$ cat config.mk
export PLATFORM = sky130hd
export DESIGN_NAME = posit_to_float
export DESIGN_NICKNAME = d
export VERILOG_FILES = /design/src/rtl/posit_pkg.sv /design/src/rtl/posit_field_decode.sv /design/src/rtl/posit_to_float.sv
export SDC_FILE = /design/constraint.sdc
export NUM_CORES = 1
export LEC_CHECK = 0
export CAP_MARGIN = 10
export CORE_ASPECT_RATIO = 0.9
export CORE_MARGIN = 2
export CORE_UTILIZATION = 55
export DETAILED_ROUTE_END_ITERATION = 6
export PLACE_DENSITY = 0.78
export REMOVE_ABC_BUFFERS = 1
export SLEW_MARGIN = 0
export SYNTH_ARGS = -nofsm -noshare
export SYNTH_HDL_FRONTEND = slang
export SYNTH_SLANG_ARGS = --single-unit
$ cat constraint.sdc
create_clock -name aclk -period 11.8 [get_ports aclk]
set_clock_uncertainty 0.2 [all_clocks]
set_input_delay 1.77 -clock aclk [delete_from_list [all_inputs] [get_ports aclk]]
set_output_delay 1.77 -clock aclk [all_outputs]
set_load 0.01 [all_outputs]
$ cat src/rtl/posit_pkg.sv
// posit_pkg: constants and helpers shared by the posit datapath blocks
// (adders and the posit-to-float decoder).
package posit_pkg;

  // Default posit<32,2> operand and binary32 result geometry.
  localparam int unsigned PositW     = 32;
  localparam int unsigned PositEs    = 2;
  localparam int unsigned FloatExpW  = 8;
  localparam int unsigned FloatFracW = 23;

  // Widest word the pattern helpers can describe.
  localparam int unsigned MaxPatW = 64;

  // Ceiling log2, used for run-length and regime widths.
  function automatic int unsigned log2(input int unsigned v);
    int unsigned r;
    r = 0;
    while ((32'd1 << r) < v) begin
      r++;
    end
    return r;
  endfunction

  // Signed scale k*2^es + e needs es+log2(N)+2 bits.
  function automatic int unsigned scale_width(input int unsigned es_w, input int unsigned n);
    return es_w + log2(n) + 2;
  endfunction

  // Total float width: sign + exponent + fraction.
  function automatic int unsigned float_width(input int unsigned fe, input int unsigned fm);
    return 1 + fe + fm;
  endfunction

  // NaR is a lone sign bit.
  function automatic logic [MaxPatW-1:0] nar_pattern(input int unsigned n);
    return MaxPatW'(1) << (n - 1);
  endfunction

  // Posit zero is the all-zeros word.
  function automatic logic [MaxPatW-1:0] zero_pattern();
    return '0;
  endfunction

  // Quiet NaN: sign 0, exponent all ones, fraction MSB set.
  function automatic logic [MaxPatW-1:0] qnan_pattern(input int unsigned fe,
                                                      input int unsigned fm);
    logic [MaxPatW-1:0] exp_ones;
    exp_ones = (MaxPatW'(1) << fe) - MaxPatW'(1);
    return (exp_ones << fm) | (MaxPatW'(1) << (fm - 1));
  endfunction

endpackage

$ cat src/rtl/posit_field_decode.sv
// posit_field_decode: combinational field extraction for a posit magnitude.
// Takes the N-1 bits below the sign of a non-negative posit and returns the
// regime k, the exponent e (zero-padded when cut short) and the fraction
// left-aligned to N-es-3 bits.
module posit_field_decode
  import posit_pkg::*;
#(
  parameter int unsigned N  = PositW,
  parameter int unsigned es = PositEs
) (
  input  logic [N-2:0]        i_x,
  output logic signed [log2(N):0] o_k,
  output logic [es-1:0]       o_e,
  output logic [N-es-4:0]     o_frac
);

  localparam int unsigned Bs    = log2(N);
  localparam int unsigned W     = N - 1;
  localparam int unsigned FracW = N - es - 3;

  logic [W-1:0]  w_inv;
  logic [Bs-1:0] w_run;
  logic          w_found;
  logic [Bs-1:0] w_shamt;
  logic [Bs:0]   w_run_ext;
  logic [W-3:0]  w_body;

  // A run of ones becomes a run of zeros so one leading-zero count serves both.
  assign w_inv = i_x[W-1] ? ~i_x : i_x;

  // Leading-run length m; an all-run word (maxpos/minpos) gives m = N-1.
  always_comb begin
    w_run   = Bs'(W);
    w_found = 1'b0;
    for (int i = W - 1; i >= 0; i--) begin
      if (!w_found && w_inv[i]) begin
        w_found = 1'b1;
        w_run   = Bs'(W - 1 - i);
      end
    end
  end

  // Run plus terminator is at least two bits, so dropping the top two bits
  // and shifting by m-1 lines up exponent and fraction without waste.
  assign w_shamt = w_run - Bs'(1);
  assign w_body  = i_x[W-3:0] << w_shamt;

  assign o_e    = w_body[W-3 -: es];
  assign o_frac = w_body[FracW-1:0];

  // Ones run of m: k = m-1; zeros run of m: k = -m.
  assign w_run_ext = {1'b0, w_run};
  assign o_k = i_x[W-1] ? (w_run_ext - (Bs+1)'(1)) : ((Bs+1)'(0) - w_run_ext);

endmodule

$ cat src/rtl/posit_to_float.sv
// posit_to_float: three-stage streaming posit<N,es> to IEEE-754 float decoder.
// One conversion per cycle, done three cycles after start, no backpressure.
// Build option: define POSIT2FLOAT_RNE_EN for round-to-nearest-even on the
// dropped fraction bits; otherwise the fraction is truncated.
module posit_to_float
  import posit_pkg::*;
#(
  parameter int unsigned N  = PositW,
  parameter int unsigned es = PositEs,
  parameter int unsigned FE = FloatExpW,
  parameter int unsigned FM = FloatFracW
) (
  input  logic             aclk,
  input  logic             reset,
  input  logic [N-1:0]     in,
  input  logic             start,
  output logic [FE+FM:0]   result,
  output logic             inf,
  output logic             zero,
  output logic             done
);

  localparam int unsigned Bs     = log2(N);
  localparam int unsigned FracW  = N - es - 3;
  localparam int unsigned ScaleW = scale_width(es, N);
  localparam int unsigned FW     = float_width(FE, FM);
  localparam int unsigned Bias   = (1 << (FE - 1)) - 1;

  localparam logic [N-1:0]  NarPat  = N'(nar_pattern(N));
  localparam logic [N-1:0]  ZeroPat = N'(zero_pattern());
  localparam logic [FW-1:0] QNaN    = FW'(qnan_pattern(FE, FM));

  // ---------------- S1: capture operand, classify, take magnitude
  logic [N-2:0] w_mag;
  logic         w_is_zero;
  logic         w_is_nar;

  logic         r1_valid;
  logic         r1_sign;
  logic         r1_zero;
  logic         r1_nar;
  logic [N-2:0] r1_mag;

  // Low N-1 bits of -in equal the two's complement of the low N-1 bits.
  assign w_mag     = in[N-1] ? (~in[N-2:0] + (N-1)'(1)) : in[N-2:0];
  assign w_is_zero = (in == ZeroPat);
  assign w_is_nar  = (in == NarPat);

  // S1 register: operand magnitude and class flags.
  always_ff @(posedge aclk) begin
    if (reset) begin
      r1_valid <= 1'b0;
      r1_sign  <= 1'b0;
      r1_zero  <= 1'b0;
      r1_nar   <= 1'b0;
      r1_mag   <= '0;
    end else begin
      r1_valid <= start;
      r1_sign  <= in[N-1];
      r1_zero  <= w_is_zero;
      r1_nar   <= w_is_nar;
      r1_mag   <= w_mag;
    end
  end

  // ---------------- S2: regime / exponent / fraction extraction
  logic signed [Bs:0] w_k;
  logic [es-1:0]      w_e;
  logic [FracW-1:0]   w_frac;

  posit_field_decode #(
    .N  (N),
    .es (es)
  ) u_field_decode (
    .i_x    (r1_mag),
    .o_k    (w_k),
    .o_e    (w_e),
    .o_frac (w_frac)
  );

  logic               r2_valid;
  logic               r2_sign;
  logic               r2_zero;
  logic               r2_nar;
  logic signed [Bs:0] r2_k;
  logic [es-1:0]      r2_e;
  logic [FracW-1:0]   r2_frac;

  // S2 register: decoded fields travel with the class flags.
  always_ff @(posedge aclk) begin
    if (reset) begin
      r2_valid <= 1'b0;
      r2_sign  <= 1'b0;
      r2_zero  <= 1'b0;
      r2_nar   <= 1'b0;
      r2_k     <= '0;
      r2_e     <= '0;
      r2_frac  <= '0;
    end else begin
      r2_valid <= r1_valid;
      r2_sign  <= r1_sign;
      r2_zero  <= r1_zero;
      r2_nar   <= r1_nar;
      r2_k     <= w_k;
      r2_e     <= w_e;
      r2_frac  <= w_frac;
    end
  end

  // ---------------- S3: scale, bias, fraction reduction
  logic signed [ScaleW-1:0] w_scale;
  logic [FracW+FM-1:0]      w_frac_wide;
  logic [FM-1:0]            w_kept;
  logic [FracW-1:0]         w_dropped;
  logic                     w_round_up;
  logic                     w_carry;
  logic [FM-1:0]            w_frac_rnd;
  logic [FE-1:0]            w_exp;

  // k*2^es + e is k with e appended, since e only fills the low es bits.
  assign w_scale = {r2_k[Bs], r2_k, r2_e};

  // Padding below the fraction makes narrow posit fractions work as well.
  assign w_frac_wide = {r2_frac, {FM{1'b0}}};
  assign w_kept      = w_frac_wide[FracW+FM-1 -: FM];
  assign w_dropped   = w_frac_wide[FracW-1:0];

`ifdef POSIT2FLOAT_RNE_EN
  // Round up when above half, or exactly half with an odd kept LSB.
  assign w_round_up = w_dropped[FracW-1] & ((|w_dropped[FracW-2:0]) | w_kept[0]);
`else
  logic w_unused_dropped;
  assign w_round_up       = 1'b0;
  assign w_unused_dropped = ^w_dropped;
`endif

  // A carry out of the fraction leaves it zero and bumps the exponent.
  assign {w_carry, w_frac_rnd} = {1'b0, w_kept} + (FM+1)'(w_round_up);
  assign w_exp = FE'(w_scale) + FE'(Bias) + FE'(w_carry);

  logic          r_done;
  logic [FW-1:0] r_result;
  logic          r_inf;
  logic          r_zero;

  // Output register: updates only when a conversion completes, else holds.
  always_ff @(posedge aclk) begin
    if (reset) begin
      r_done   <= 1'b0;
      r_result <= '0;
      r_inf    <= 1'b0;
      r_zero   <= 1'b0;
    end else begin
      r_done <= r2_valid;
      if (r2_valid) begin
        if (r2_zero) begin
          r_result <= '0;
          r_inf    <= 1'b0;
          r_zero   <= 1'b1;
        end else if (r2_nar) begin
          r_result <= QNaN;
          r_inf    <= 1'b1;
          r_zero   <= 1'b0;
        end else begin
          r_result <= {r2_sign, w_exp, w_frac_rnd};
          r_inf    <= 1'b0;
          r_zero   <= 1'b0;
        end
      end
    end
  end

  assign result = r_result;
  assign inf    = r_inf;
  assign zero   = r_zero;
  assign done   = r_done;

endmodule
==> summary.txt <==
Outcome
  – Status: completed

Timing
  – Top achievable clock speed: 0.1788 GHz
  – Post-Route Setup TNS: 0 ns
  – Endpoints failing setup: 0
  – Fin crit share: 0.4739
  – Unrepaired setup endpoints after global routing: false
  – WHS: 0.2384 ns
  – Tmin final: 5.592 ns
  – Slew HR: 0.1981
  – Worst slew pin tran: 1.203 ns
  – Fin. Hold Viols: 0
  – Final Max Tran Viols: 0
  – PnR worst setup slack: 6.208 ns

Detailed routing
  – # DRC: 0
  – Drt initial violations: 443
  – Vias: 5277
  – Vias/cell: 6.024
  – ANT nets after route: 0
  – Pre-antenna DRT Iters: 5
  – DR WL/cell: 16.09 um
  – Final wirelength: 14090 um

Global route
  – Pin count of the biggest net entering global routing: 91
  – Grt total ovfl: 0
  – Number of global-route vias before repair: 4851
  – First-pass GRT wire length: 23350 um
  – Global-route usage over all layers: 0.2323
  – Initial antenna violation count: 0

Synth
  – Register area share after synthesis: 0.3309
  – Yosys top cell area share: 0.3309
  – Async set or reset register ratio after synthesis: 0
  – Synth area leader: dfxtp_1
  – Mapped Cells: 689
  – Synth top area cells: dfxtp_1, mux4_2, nor2_1
  – EDFF count, synth: 0
  – Post-synth cell types: 79
  – Synthesized cell area: 6352 um2
  – Synth warn: 0
  – Seq cells post-synth: 105
  – Ys flop type: dfxtp_1
  – Mean post-synth cell area: 9.220 um2
  – Count leader, synth: dfxtp_1
  – Synth top cells by count: dfxtp_1, nor2_1, nand2_1, clkbuf_1, xor2_1

Critical path
  – Worst path arrival time: 5.62 ns
  – Critical R2R Launch: r1_mag[30]
  – Crit path from: r1_mag[30]
  – Crit start category: flip-flop
  – Crit path required time: 11.82 ns
  – Worst path buffer plus inverter count: 3
  – Crit-path cells: buf_4, or4_1, nor3_4, o221ai_2, o211a_1, nand4bb_2, buf_4, ha_1, clkinv_1, mux4_2, mux2i_1, a2111oi_1, or4_1
  – CP delay by family, top: buffers and inverters
  – Crit path max fanout: 48
  – CP Class: flip-flop to flip-flop
  – R2R cell count: 13
  – CP max-delay cell: clkinv_1
  – Crit path largest cell delay: 0.75 ns
  – Critical path capture point type: flip-flop
  – Reg-to-reg setup timing slack: 6.21 ns
  – RR Endpoint: r2_e[1]

CTS
  – Clk buf depth: 2
  – CTS Hold Bufs: 0
  – CTS resizes: 0
  – Setup Buffers After CTS: 0
  – Root Driver: clkbuf_16
  – CTS buffer count: 9
  – CTS clock-pin slew for the worst setup and hold paths: 0.07 ns
  – # H-tree levels: 3
  – CTS sink count: 105
  – Clock latency on the worst-skew pair: 0.35 ns
  – TritonCTS clock tree: built

Die
  – Initial Utilization: 0.5601
  – Die width: 117.3 um
  – FP Rows: 37
  – # IOs: 70
  – Die Area: 12430 um2
  – Die Y: 106.0 um
  – Total core area: 11340 um2

Finish
  – Antenna cell count: 0
  – Area grow syn2layout: 14.38%
  – Layout cells sized above 1: 0.1083
  – Final net count: 754

Worst hold path
  – Hold Path Class: flip-flop to flip-flop
  – Hold Path Sink: r2_sign
  – Hold path depth: 1
  – Hold Startpoint: r1_sign

Placement
  – Gpl congestion: 0.9172
  – Post-DP HPWL: 10230 um
  – IO Port Bufs: 69
  – Pre-CTS setup slack: 6.267 ns

Power
  – Total power: 0.001087 W
  – Pwr per Cell Area: 149.6 nW/um2
  – Maximum vdd drop: 0.09072 mV
  – Lkg Pwr: 2.618 nW

Flow run
  – MaxCap Viol Count: 0
-- final cells by class --
| type | count | area (um2) |
|---|---|---|
| fill | 956 | 4076 |
| multi-input combinational | 507 | 3851 |
| sequential | 105 | 2102 |
| timing repair buffer | 75 | 750.7 |
| clock buffer | 9 | 225.2 |
| tap | 156 | 195.2 |
| clock inverter | 7 | 77.57 |
| inverter | 17 | 63.81 |
-- power breakdown --
group | internal (W) | leakage, nW | total (W) | switching (W)
clock network | 0.000166 | 0.140 | 0.000300 | 0.000133
logic | 0.000176 | 1.62 | 0.000356 | 0.000180
registers | 0.000394 | 0.862 | 0.000431 | 0.0000375
total | 0.000736 | 2.62 | 0.00109 | 0.000351
-- routing by layer --
| layer | up-vias | part of all wire | routed length, um | global-route usage |
|---|---|---|---|---|
| li1 | 2596 | - | - | - |
| met1 | 2457 | 0.44 | 6256 | 0.3114 |
| met2 | 198 | 0.47 | 6687 | 0.3801 |
| met3 | 26 | 0.058 | 816 | 0.04219 |
| met4 | 0 | 0.024 | 332 | 0.07227 |
| met5 | - | 0 | 0 | 0 |
-- logic make-up (layout without fill, tap and decap cells) --
group	count (synthesis)	count (layout)	share of synthesized area
simple gates	261	261	0.2151
mux	63	63	0.1544
xor+xnor	46	46	0.06933
buf+inv	77	108	0.06441
compound gates	133	133	0.1580
fa+ha+maj	4	4	0.007879
flops	105	105	0.3309
-- layout by cell type (no fill, tap or decap), drive strengths merged, types with 11 or more instances in the layout --
master	synthesis	final
a211oi	15	15
a21oi	16	16
a22oi	25	25
clkdlybuf4s50	0	68
dfxtp	105	105
inv	14	16
mux2i	30	30
mux4	26	26
nand2	32	32
nand2b	12	12
nand3	13	13
nor2	92	92
nor2b	15	15
nor3	21	21
nor4	11	11
o21ai	14	14
or3	18	18
or4	13	13
xnor2	15	15
xor2	31	31
-- flip-flops by register name, indices dropped and copies added, names as in the netlist --
signal,cells
r1_valid,1
done,1
inf,1
r2_frac,23
r2_valid,1
r2_nar,1
r1_mag,31
r2_zero,1
r2_e,2
r1_sign,1
r2_k,6
r1_nar,1
zero,1
r2_sign,1
r1_zero,1
result,32
-- worst max path at each step --
| stage | cells after the start | end | slack, ns |
|---|---|---|---|
| finish | 13 | r2_e[1] | 6.21 |
| global route | 13 | r2_e[1] | 5.82 |
| CTS | 13 | r2_e[0] | 6.21 |
| detailed placement | 13 | r2_e[0] | 6.27 |
| global placement | 13 | r2_e[0] | 6.47 |
| floorplan | 11 | r2_e[0] | 5.06 |
-- stage by stage --
stage          cells  instance area [um2]    util
2_1_floorplan    629                 6007       -
3_3_place_gp     859                 6935  0.6115
3_5_place_dp     859                 6935  0.6115
4_1_cts          875                 7238  0.6382
5_1_grt          876                 7266  0.6406
6_report         876                 7266  0.6406
Note: power is estimated with default switching activity, not from simulation.
